### src/rtl/pc_sequencer_if.sv
// Decoder/JumpModule-facing signal bundle of the PC sequencer.
// The sequencer takes the slave view; the environment driving it takes the master view.
interface pc_sequencer_if #(
    parameter int PC_W = 32
);
    logic            en;
    logic            stall;
    logic            jump_req;
    logic [3:0]      jump_kind;
    logic [25:0]     jump_target;
    logic [PC_W-1:0] reg_target;
    logic            jump_ack;
    logic            ju_en;
    logic            ju_jump;
    logic [PC_W-1:0] ju_pc;
    logic [25:0]     ju_addr;
    logic [3:0]      ju_path_index;
    logic [PC_W-1:0] ju_reg_addr;
    logic [PC_W-1:0] ju_pc_out;
    logic            ju_done;
    logic [PC_W-1:0] pc;
    logic            pc_valid;
    logic            busy;
    logic            timeout_err;

    modport slave (
        input  en, stall, jump_req, jump_kind, jump_target, reg_target,
        input  ju_pc_out, ju_done,
        output jump_ack, ju_en, ju_jump, ju_pc, ju_addr, ju_path_index, ju_reg_addr,
        output pc, pc_valid, busy, timeout_err
    );

    modport master (
        output en, stall, jump_req, jump_kind, jump_target, reg_target,
        output ju_pc_out, ju_done,
        input  jump_ack, ju_en, ju_jump, ju_pc, ju_addr, ju_path_index, ju_reg_addr,
        input  pc, pc_valid, busy, timeout_err
    );
endinterface

### src/rtl/pc_sequencer.sv
// Program counter owner: sequential increment, hand-off of control transfers to
// JumpModule, and a watchdog that parks the sequencer if JumpModule never finishes.
module pc_sequencer #(
    parameter int              PC_W         = 32,
    parameter logic [PC_W-1:0] RESET_PC     = '0,
    parameter int              JUMP_TIMEOUT = 15
) (
    input logic            clk,
    input logic            rst,
    pc_sequencer_if.slave  bus
);
    localparam int             WD_W    = (JUMP_TIMEOUT < 2) ? 1 : $clog2(JUMP_TIMEOUT);
    localparam logic [WD_W-1:0] WD_LAST = WD_W'(JUMP_TIMEOUT - 1);

    typedef enum logic [1:0] {
        S_RUN  = 2'd0,
        S_WAIT = 2'd1,
        S_HALT = 2'd2
    } state_t;

    state_t          state_q;
    logic [PC_W-1:0] pc_q;
    logic [PC_W-1:0] pc_inc_d;
    logic            pc_valid_q;
    logic            busy_q;
    logic            jump_ack_q;
    logic            timeout_err_q;
    logic            ju_en_q;
    logic            ju_jump_q;
    logic [PC_W-1:0] ju_pc_q;
    logic [25:0]     ju_addr_q;
    logic [3:0]      ju_path_index_q;
    logic [PC_W-1:0] ju_reg_addr_q;
    logic [WD_W-1:0] wdog_q;

    // Wraps modulo 2^PC_W by construction.
    assign pc_inc_d = pc_q + PC_W'(1);

    always_ff @(posedge clk or posedge rst) begin
        if (rst) begin
            state_q         <= S_RUN;
            pc_q            <= RESET_PC;
            pc_valid_q      <= 1'b0;
            busy_q          <= 1'b0;
            jump_ack_q      <= 1'b0;
            timeout_err_q   <= 1'b0;
            ju_en_q         <= 1'b0;
            ju_jump_q       <= 1'b0;
            ju_pc_q         <= '0;
            ju_addr_q       <= '0;
            ju_path_index_q <= '0;
            ju_reg_addr_q   <= '0;
            wdog_q          <= '0;
        end else begin
            jump_ack_q <= 1'b0;
            unique case (state_q)
                S_RUN: begin
                    if (bus.en && !bus.stall) begin
                        if (bus.jump_req) begin
                            ju_pc_q         <= pc_q;
                            ju_addr_q       <= bus.jump_target;
                            ju_path_index_q <= bus.jump_kind;
                            ju_reg_addr_q   <= bus.reg_target;
                            ju_en_q         <= 1'b1;
                            ju_jump_q       <= 1'b1;
                            jump_ack_q      <= 1'b1;
                            busy_q          <= 1'b1;
                            pc_valid_q      <= 1'b0;
                            wdog_q          <= '0;
                            state_q         <= S_WAIT;
                        end else begin
                            pc_q       <= pc_inc_d;
                            pc_valid_q <= 1'b1;
                        end
                    end else begin
                        pc_valid_q <= 1'b0;
                    end
                end
                S_WAIT: begin
                    // Completion takes priority over the watchdog expiring in the same cycle.
                    if (bus.ju_done) begin
                        pc_q       <= bus.ju_pc_out;
                        ju_en_q    <= 1'b0;
                        ju_jump_q  <= 1'b0;
                        busy_q     <= 1'b0;
                        pc_valid_q <= 1'b1;
                        state_q    <= S_RUN;
                    end else if (wdog_q == WD_LAST) begin
                        timeout_err_q <= 1'b1;
                        ju_en_q       <= 1'b0;
                        ju_jump_q     <= 1'b0;
                        busy_q        <= 1'b0;
                        state_q       <= S_HALT;
                    end else begin
                        wdog_q <= wdog_q + WD_W'(1);
                    end
                end
                S_HALT: begin
                    pc_valid_q <= 1'b0;
                end
                default: begin
                    state_q <= S_RUN;
                end
            endcase
        end
    end

    assign bus.pc            = pc_q;
    assign bus.pc_valid      = pc_valid_q;
    assign bus.busy          = busy_q;
    assign bus.jump_ack      = jump_ack_q;
    assign bus.timeout_err   = timeout_err_q;
    assign bus.ju_en         = ju_en_q;
    assign bus.ju_jump       = ju_jump_q;
    assign bus.ju_pc         = ju_pc_q;
    assign bus.ju_addr       = ju_addr_q;
    assign bus.ju_path_index = ju_path_index_q;
    assign bus.ju_reg_addr   = ju_reg_addr_q;
endmodule

### src/flat_wrapper.sv
// flat-port wrapper written by rule: the top's interface ports become plain ports
module pc_sequencer_flat 
#(
    parameter int              PC_W         = 32,
    parameter logic [PC_W-1:0] RESET_PC     = '0,
    parameter int              JUMP_TIMEOUT = 15
)
  (clk, rst, bus_en, bus_stall, bus_jump_req, bus_jump_kind, bus_jump_target, bus_reg_target, bus_ju_pc_out, bus_ju_done, bus_jump_ack, bus_ju_en, bus_ju_jump, bus_ju_pc, bus_ju_addr, bus_ju_path_index, bus_ju_reg_addr, bus_pc, bus_pc_valid, bus_busy, bus_timeout_err);
  pc_sequencer_if #(.PC_W(PC_W)) bus_i ();
  input logic clk;
  input logic rst;
  input wire logic [$bits(bus_i.en)-1:0] bus_en;
  input wire logic [$bits(bus_i.stall)-1:0] bus_stall;
  input wire logic [$bits(bus_i.jump_req)-1:0] bus_jump_req;
  input wire logic [$bits(bus_i.jump_kind)-1:0] bus_jump_kind;
  input wire logic [$bits(bus_i.jump_target)-1:0] bus_jump_target;
  input wire logic [$bits(bus_i.reg_target)-1:0] bus_reg_target;
  input wire logic [$bits(bus_i.ju_pc_out)-1:0] bus_ju_pc_out;
  input wire logic [$bits(bus_i.ju_done)-1:0] bus_ju_done;
  output wire logic [$bits(bus_i.jump_ack)-1:0] bus_jump_ack;
  output wire logic [$bits(bus_i.ju_en)-1:0] bus_ju_en;
  output wire logic [$bits(bus_i.ju_jump)-1:0] bus_ju_jump;
  output wire logic [$bits(bus_i.ju_pc)-1:0] bus_ju_pc;
  output wire logic [$bits(bus_i.ju_addr)-1:0] bus_ju_addr;
  output wire logic [$bits(bus_i.ju_path_index)-1:0] bus_ju_path_index;
  output wire logic [$bits(bus_i.ju_reg_addr)-1:0] bus_ju_reg_addr;
  output wire logic [$bits(bus_i.pc)-1:0] bus_pc;
  output wire logic [$bits(bus_i.pc_valid)-1:0] bus_pc_valid;
  output wire logic [$bits(bus_i.busy)-1:0] bus_busy;
  output wire logic [$bits(bus_i.timeout_err)-1:0] bus_timeout_err;
  assign bus_i.en = bus_en;
  assign bus_i.stall = bus_stall;
  assign bus_i.jump_req = bus_jump_req;
  assign bus_i.jump_kind = bus_jump_kind;
  assign bus_i.jump_target = bus_jump_target;
  assign bus_i.reg_target = bus_reg_target;
  assign bus_i.ju_pc_out = bus_ju_pc_out;
  assign bus_i.ju_done = bus_ju_done;
  assign bus_jump_ack = bus_i.jump_ack;
  assign bus_ju_en = bus_i.ju_en;
  assign bus_ju_jump = bus_i.ju_jump;
  assign bus_ju_pc = bus_i.ju_pc;
  assign bus_ju_addr = bus_i.ju_addr;
  assign bus_ju_path_index = bus_i.ju_path_index;
  assign bus_ju_reg_addr = bus_i.ju_reg_addr;
  assign bus_pc = bus_i.pc;
  assign bus_pc_valid = bus_i.pc_valid;
  assign bus_busy = bus_i.busy;
  assign bus_timeout_err = bus_i.timeout_err;
  pc_sequencer #(.PC_W(PC_W), .RESET_PC(RESET_PC), .JUMP_TIMEOUT(JUMP_TIMEOUT)) u_core (.clk(clk), .rst(rst), .bus(bus_i));
endmodule
### config.mk
export PLATFORM = sky130hd
export DESIGN_NAME = pc_sequencer_flat
export DESIGN_NICKNAME = d
export VERILOG_FILES = /design/src/rtl/pc_sequencer_if.sv /design/src/rtl/pc_sequencer.sv /design/src/flat_wrapper.sv
export SDC_FILE = /design/constraint.sdc
export NUM_CORES = 1
export LEC_CHECK = 0
export CELL_PAD_IN_SITES_DETAIL_PLACEMENT = 0
export CELL_PAD_IN_SITES_GLOBAL_PLACEMENT = 2
export CORE_AREA = 5 5 161 163
export CTS_BUF_LIST = sky130_fd_sc_hd__clkbuf_4 sky130_fd_sc_hd__clkbuf_8
export CTS_CLUSTER_DIAMETER = 150
export DETAILED_ROUTE_END_ITERATION = 16
export DIE_AREA = 0 0 166 168
export PLACE_DENSITY_LB_ADDON = 0.1
export SYNTH_ARGS = -nofsm -noshare
export SYNTH_HDL_FRONTEND = slang
export SYNTH_SLANG_ARGS = --single-unit
### constraint.sdc
create_clock -name clk -period 6.69 [get_ports clk]
set_input_delay 2.007 -clock clk [delete_from_list [all_inputs] [get_ports clk]]
set_output_delay 2.007 -clock clk [all_outputs]
set_load 0.01 [all_outputs]
==> metrics.cfg, run 1 <==
[sta]
final.setup.tns_ns=0
fin_crit_sh_pct=70.1
slew_headroom_pct=26.4
skew_ns=0.0224
timing_worst_slew_pin_value_ns=1.10
rsz0062_at_grt=false
clock.fmax_mhz=213
slew_violations=0
setup_violations=0
layout_setup_ws_ns=2.00
hold_viol_final=0
layout_min_cycle_time_ns=4.69

[clock_network]
cts_tree=done
ctsResizeCount=0
clock-root-buffer=clkbuf_8
clk_pin_slew_worst_paths_ns=0.08
clock_latency_ns=0.45
cts_buffer_depth=2
cts_buffers=17
hold_buffers=0
cts_setup_buffers=0
cts.htree.levels=4
cts.sinks=136

[floorplan]
die_area_um2=27900
placementRows=57
die_h_um=168
start_util_pct=25.8
coreArea_um2=24200
die_w_um=166
pin_count=232

[drt]
drc_errors=0
drt-vias-per-instance=4.66
routedWlPerCell_um=17.1
firstDrtPassIters=5
dr_total_vias=5868
drt_iter0_markers=391
final_antenna_net_count=0
totalWireLength_um=21500

[worst_setup_path]
crit_type=primary input to flip-flop
timing.rr.start=u_core.state_q[1]
critPathCaptureType=flip-flop
rr_worst_depth=6
cp.required_ns=7.01
worst_ep_arrival_time_ns=5.01
cp-endpoint=u_core.bus.ju_reg_addr[20]
cp-start-kind=primary input
reg2reg_to=u_core.bus.pc[25]
startpoint=bus_en
r2r_slack_ns=3.30
path_max_fanout=98

[synth]
synth_flop_cell=dfrtp_1
synth_seq_cells=136
syn_avg_cell_area_um2=8.78
syn_nets=817
syn_inst=710
syn_area_um2=6240
ys_seq_area_share_pct=54.6
synth_cell_types=58
synth_edf_count=0
synth_warnings=0
async_flop_share_pct=100

[power]
p_total_w=0.00385
pwr_density_cell_nw_per_um2=419
leakagePower_nw=4.18
peakVddDrop_mv=0.159

[grt]
grt_overflow_total=0
grt_pass1_vias=5851
grt.total_usage_pct=15.2
grt_max_degree=99
grt_pass1_wl_um=34000
antenna_found_initial=1

[final_layout]
areaGrowthSynthToFinish_pct=47.5
fill_cells=2448
instances_no_fill=1258
final_area_um2=9200
drive_above_1_share_pct=6.11
fin_nets=1027

[run_status]
status=finished clean

[placed_design]
place_inst=1225
gp_congestion=0.788
place_area_um2=8820
port_buffers=231
dp_slack_ns=1.43
dp_hpwl_um=15000

[worst_hold_path]
hold_class=flip-flop to flip-flop

[job]
drv_cap=0

-- layout make-up --
cell class / instances / area, µm² / share of cell area, %
Antenna cell: 1 / 2.50 / 0.0272
Clock buffer: 19 / 255 / 2.77
Clock inverter: 13 / 121 / 1.32
Inverter: 11 / 47.5 / 0.517
Multi-Input combinational cell: 519 / 2630 / 28.5
Sequential cell: 136 / 3400 / 37.0
Tap cell: 324 / 405 / 4.41
Timing Repair Buffer: 235 / 2340 / 25.5
-- sequential cells by signal, summed over array words and instances (netlist names) --
name	flops
u_core.bus.ju_en	1
u_core.state_q	2
u_core.bus.timeout_err	1
u_core.bus.ju_path_index	4
u_core.bus.jump_ack	1
u_core.wdog_q	4
u_core.bus.ju_addr	26
u_core.bus.pc_valid	1
u_core.bus.ju_reg_addr	32
u_core.bus.pc	32
u_core.bus.ju_pc	32
-- worst min path at each step --
stage / to / start / depth (start not counted) / slack [ns]
2_1_floorplan: u_core.bus.timeout_err / u_core.bus.timeout_err / 1 / 0.50
6_report: u_core.bus.ju_reg_addr[12] / u_core.bus.ju_reg_addr[12] / 2 / 0.47
5_1_grt: u_core.bus.ju_pc[29] / u_core.bus.ju_pc[29] / 2 / 0.50
3_3_place_gp: u_core.bus.ju_reg_addr[30] / u_core.bus.ju_reg_addr[30] / 2 / 0.46
3_5_place_dp: u_core.bus.ju_reg_addr[25] / u_core.bus.ju_reg_addr[25] / 2 / 0.46
4_1_cts: u_core.bus.ju_reg_addr[25] / u_core.bus.ju_reg_addr[25] / 2 / 0.48
-- cell usage after synthesis (all sizes together) (2+ instances only) --
cell type,number,area share (%)
o21ai,42,3.4
a31oi,3,0.30
o221a,2,0.36
a41o,3,0.48
nor3,5,0.66
o211a,2,0.32
a21o,5,0.62
a32oi,2,0.28
nand3,14,1.4
inv,11,0.66
a22o,2,0.28
ha,7,1.4
nor4,6,1.3
a22oi,2,0.24
nand2,297,18
dfrtp,136,55
clkbuf,24,1.4
nand4,19,2.3
a31o,3,0.42
and3,5,0.50
mux2i,5,0.80
nor3b,3,0.36
nand2b,2,0.20
buf,20,1.7
a21oi,44,3.6
and2,2,0.20
a2bb2oi,3,0.42
nor2,20,1.2
o22ai,6,0.60
-- power breakdown --
| group | total [W] | switching [W] | internal (W) |
|---|---|---|---|
| registers | 0.00152 | 0.000351 | 0.00116 |
| logic | 0.00168 | 0.000798 | 0.000880 |
| clock network | 0.000659 | 0.000349 | 0.000311 |
-- layout by cell type, fill, tap and decap left out, types with 5 or more instances in the layout --
| cell type | instances |
|---|---|
| nand2_1 | 297 |
| clkdlybuf4s50_1 | 231 |
| dfrtp_1 | 136 |
| a21oi_1 | 43 |
| o21ai_0 | 21 |
| nor2_1 | 20 |
| o21ai_1 | 20 |
| clkbuf_8 | 18 |
| nand4_1 | 16 |
| nand3_1 | 11 |
| inv_1 | 8 |
| o22ai_1 | 6 |
| ha_1 | 6 |
| mux2i_1 | 5 |
| and3_1 | 5 |
| clkinvlp_4 | 5 |
-- metal layers --
layer  routed length (µm)  share of wire (%)  vias up  GRT usage, %
li1                     -                  -     2804             -
met1                 9810                 46     2846          20.4
met2                10200                 47      198          24.1
met3                 1190                5.5       20          4.22
met4                  297                1.4        0          4.20
met5                    0                  0        -             0
-- critical path, stage by stage --
cell	delay (ns)
clkdlybuf4s50_1	0.41
nor2b_1	0.19
nand3_4	0.09
buf_4	0.75
clkinv_2	0.70
buf_4	0.53
nand2_1	0.17
nand2_1	0.06
-- kinds of logic (layout without fill, tap and decap cells) --
group / count (synthesis) / after routing / share of synthesized area [%]
AOI/OAI and AO/OA: 128 / 128 / 12.6
DFF: 136 / 136 / 54.6
and+or+nand+nor: 379 / 379 / 26.8
buffers and inverters: 55 / 278 / 3.77
muxes: 5 / 5 / 0.802
adders and majority gates: 7 / 7 / 1.40
other: 0 / 1 / 0
-- metrics by stage --
stage | utilization [%] | hold WS [ns]
2_1_floorplan | - | 0.503
3_3_place_gp | 36.5 | 0.457
3_5_place_dp | 36.5 | 0.462
4_1_cts | 38.1 | 0.482
5_1_grt | 38.1 | 0.501
6_report | 38.1 | 0.474
No activity file was read; power rests on OpenSTA's default activity.
==> inputs of run 2 (changes only) <==
- CORE_AREA: 5 5 161 163 -> 5 5 171 173
- DIE_AREA: 0 0 166 168 -> 0 0 176 178
- clock period: 6.69 -> 4 ns (I/O delays scaled with it)
==> run 2 against run 1 <==
Power rose by 72%. Hold slack improved by 0.0019 ns. Critical path type unchanged. Critical path depth fell by 1. Sequential power rose by 66%. Clock power rose by 88%. Non-clock buffer count rose by 7.
==> metrics.cfg, run 2 (synthesis gave the netlist of run 1 again) <==
[drt]
drt_iter0_markers=218
drt-vias-per-instance=4.48
totalWireLength_um=22700
firstDrtPassIters=5
final_antenna_net_count=0
dr_total_vias=5763
drc_errors=0
routedWlPerCell_um=17.7

[sta]
skew_ns=0.0225
slew_headroom_pct=25.4
hold_viol_final=0
setup_violations=0
holdWs_ns=0.476
clock.fmax_mhz=343
timing_worst_slew_pin_value_ns=1.12
layout_min_cycle_time_ns=2.92
rsz0062_at_grt=false
final.setup.tns_ns=0
slew_violations=0
fin_crit_sh_pct=72.9

[power]
p_clk_share_pct=18.7
peakVddDrop_mv=0.204
internal_power_w=0.00407
p_switching_w=0.00255
pwr_density_cell_nw_per_um2=709
p_comb_share_pct=43.1
power_switching_share_pct=38.5
seqPwrFrac_pct=38.2
leakagePower_nw=4.24

[floorplan]
die_h_um=178
coreArea_um2=27500
pin_count=232
die_w_um=176
start_util_pct=22.7
placementRows=61
die_area_um2=31300

[clock_network]
ctsResizeCount=0
clock-root-buffer=clkbuf_8
clk_pin_slew_worst_paths_ns=0.08
clock_latency_ns=0.44
cts.sinks=136
hold_buffers=0
cts_tree=done
cts_setup_buffers=0
cts_buffer_depth=2
cts.htree.levels=4
cts_buffers=17

[final_layout]
antenna_cells=0
fin_util_pct=34.0
instances_no_fill=1286
regArea_um2=3400
fill_cells=2829
multi_input_area_um2=2630
fin_nets=1034
drive_above_1_share_pct=6.81
areaGrowthSynthToFinish_pct=49.8
final_area_um2=9350
layout_common_cells=297 x nand2_1, 231 x clkdlybuf4s50_1, 136 x dfrtp_1
final_common_cell=nand2_1

[placed_design]
port_buffers=231
place_area_um2=8930
place_inst=1254
dp_hpwl_um=16300
gp_congestion=0.761

[grt]
grt_max_degree=98
grt_overflow_total=0
gr-usage-met2_pct=23.4
grt_pass1_vias=6009
grt.total_usage_pct=14.5
use_met3_pct=3.52
top_usage_layer=met2
grt_use_met1_pct=19.8
grt_pass1_wl_um=35800
antenna_found_initial=0

[worst_hold_path]
hold_class=flip-flop to flip-flop

[worst_setup_path]
crit_type=primary input to flip-flop
path_max_fanout=17
r2r_slack_ns=1.68
critPathCaptureType=flip-flop
cp.required_ns=4.36
cp-start-kind=primary input
worst_ep_arrival_time_ns=3.28

[run_status]
status=finished clean

[job]
drv_cap=0

run 2: final cells by class:
type	count	share of cell area, %
Sequential cell	136	36.4
Inverter	11	0.495
Tap cell	346	4.63
Timing Repair Buffer	242	25.9
Clock inverter	13	1.82
Multi-Input combinational cell	519	28.1
Clock buffer	19	2.66
run 2: critical path, cell delays in order:
cell,delay (ns)
clkdlybuf4s50_1,0.53
nand4bb_1,0.38
a21oi_4,0.51
buf_4,0.31
a21oi_1,0.10
o31a_1,0.13
a21oi_1,0.11
run 2: worst paths after layout:
kind / cells after the start / to / from
hold / removal: 2 / u_core.bus.ju_addr[2] / u_core.bus.ju_addr[2]
min in group asynchronous: 2 / u_core.bus.ju_reg_addr[16] / rst
max in group asynchronous: 3 / u_core.bus.ju_pc[24] / rst
hold reg to reg: 2 / u_core.bus.ju_addr[2] / u_core.bus.ju_addr[2]
setup reg to reg: 8 / u_core.bus.pc[25] / u_core.state_q[0]
setup / recovery: 7 / u_core.bus.pc[25] / bus_jump_req
run 2: per-layer routing:
metal,up-vias,share of wire (%)
li1,2820,-
met1,2753,47
met2,180,47
met3,10,5.0
met4,0,0.85
met5,-,0
run 2: power groups by stage:
stage | registers, W | clock network, W | logic [W]
after global routing | 0.00263 | 0.00135 | 0.00314
after floorplan | 0.00265 | 0 | 0.00108
after global placement | 0.00256 | 0 | 0.00288
final | 0.00253 | 0.00124 | 0.00285
after CTS | 0.00256 | 0.00130 | 0.00291
after detailed placement | 0.00258 | 0 | 0.00290
run 2: metrics by stage:
stage,worst slack (ns),total power [W]
2_1_floorplan,1.11,0.00373
5_1_grt,1.01,0.00712
4_1_cts,1.11,0.00677
3_3_place_gp,0.663,0.00545
3_5_place_dp,0.639,0.00548
6_report,1.08,0.00663
==> inputs of run 3 (changes only) <==
- CORE_AREA: 5 5 171 173 -> 5 5 161 163
- DIE_AREA: 0 0 176 178 -> 0 0 166 168
- clock period: 4 -> 2.9 ns (I/O delays scaled with it)
==> run 3 against run 2 <==
Hold slack worse by 0.0014 ns. Via count up 1.0%. Critical path depth down 6. Combinational power up 39%. Sequential power up 38%. Non-clock buffer count up 8. Critical endpoint is now bus_pc[4]. Largest cell class unchanged.
==> metrics.cfg, run 3 (synthesis gave the netlist of run 1 again) <==
[run_status]
status=finished clean

[worst_setup_path]
path_max_fanout=10
critical_path_depth=1
slowest_delay_ns=0.62
cp_top_family=buffers and inverters
r2r_slack_ns=0.67
worst_ep_arrival_time_ns=1.65
critPathCaptureType=primary output
cp-start-kind=flip-flop
cp.required_ns=2.03
rr_worst_depth=6
crit_slowest_cell=clkdlybuf4s50_1
crit_type=flip-flop to primary output
path_cells=clkdlybuf4s50_1
path_buf_inv=1

[placed_design]
dp_hpwl_um=15700
gp_congestion=0.773
dp_slack_ns=0.252
port_buffers=231

[clock_network]
cts_buffer_depth=2
cts.htree.levels=4
cts_setup_buffers=0
clk_pin_slew_worst_paths_ns=0.08
cts_buffers=17
cts_tree=done
ctsResizeCount=0
clock-root-buffer=clkbuf_8
hold_buffers=0
cts.sinks=136
clock_latency_ns=0.44

[final_layout]
drive_above_1_share_pct=7.59
regArea_um2=3400
final_common_cell=nand2_1
antenna_cells=0
multi_input_area_um2=2630
fin_util_pct=38.9
layout_common_cells=297 x nand2_1, 231 x clkdlybuf4s50_1, 136 x dfrtp_1
areaGrowthSynthToFinish_pct=50.6
fill_cells=2443
fin_nets=1042

[sta]
final.setup.tns_ns=0
slew_violations=0
slew_headroom_pct=42.7
clock.fmax_mhz=397
setup_violations=0
hold_viol_final=0
fin_crit_sh_pct=86.9
rsz0062_at_grt=false
skew_ns=0.0200
layout_min_cycle_time_ns=2.52
timing_worst_slew_pin_value_ns=0.859
layout_setup_ws_ns=0.379

[worst_hold_path]
holdPathStages=2
hold_class=flip-flop to flip-flop

[grt]
grt.total_usage_pct=15.3
grt_pass1_vias=5850
grt_overflow_total=0
grt_max_degree=75
antenna_found_initial=0
grt_pass1_wl_um=34500

[floorplan]
die_area_um2=27900
start_util_pct=25.8
die_h_um=168
coreArea_um2=24200
pin_count=232
placementRows=57
die_w_um=166

[drt]
firstDrtPassIters=5
routedWlPerCell_um=17.1
final_antenna_net_count=0
drt_iter0_markers=329
dr_total_vias=5822
drc_errors=0
drt-vias-per-instance=4.58
totalWireLength_um=21700

[job]
drv_cap=0

[power]
pwr_density_cell_nw_per_um2=965
peakVddDrop_mv=0.313
leakagePower_nw=4.28

## run 3: cell types whose count changed in the layout (fill, tap and decap cells not counted), sizes merged
cell      change
inv           +1
clkinv        -2
bufinv        -1
clkinvlp      +2
buf           +8
## run 3: metrics by stage
step / cells / cell area, µm² / power (W) / hold slack, ns
2_1_floorplan: 710 / 6240 / 0.00514 / 0.503
3_3_place_gp: 1240 / 9000 / 0.00751 / 0.457
3_5_place_dp: 1240 / 9000 / 0.00757 / 0.461
4_1_cts: 1272 / 9400 / 0.00925 / 0.481
5_1_grt: 1272 / 9400 / 0.00972 / 0.500
6_report: 1272 / 9400 / 0.00907 / 0.475
## run 3: cell type report
class | count | share of cell area, %
multi-input combinational | 519 | 27.9
clock inverter | 13 | 1.52
inverter | 11 | 0.493
clock buffer | 19 | 2.72
sequential | 136 | 36.2
tap | 324 | 4.31
timing repair buffer | 250 | 26.8
## run 3: power by group
part,switching [W],internal [W]
combinational,0.00188,0.00209
clock,0.000814,0.000804
sequential,0.000793,0.00269
## run 3: worst paths after layout
path	to	start
max in group asynchronous	u_core.bus.pc[30]	rst
max reg2reg	u_core.bus.pc[24]	u_core.bus.pc[1]
min reg2reg	u_core.bus.ju_path_index[2]	u_core.bus.ju_path_index[2]
max	bus_pc[4]	u_core.bus.pc[4]
min in group asynchronous	u_core.bus.ju_pc[1]	rst
min	u_core.bus.ju_path_index[2]	u_core.bus.ju_path_index[2]
## run 3: metal layers
layer,GRT usage (%),routed length (µm),up-vias
li1,-,-,2827
met1,20.2,10000,2789
met2,24.9,10300,190
met3,4.24,1170,16
met4,4.02,270,0
met5,0,0,-
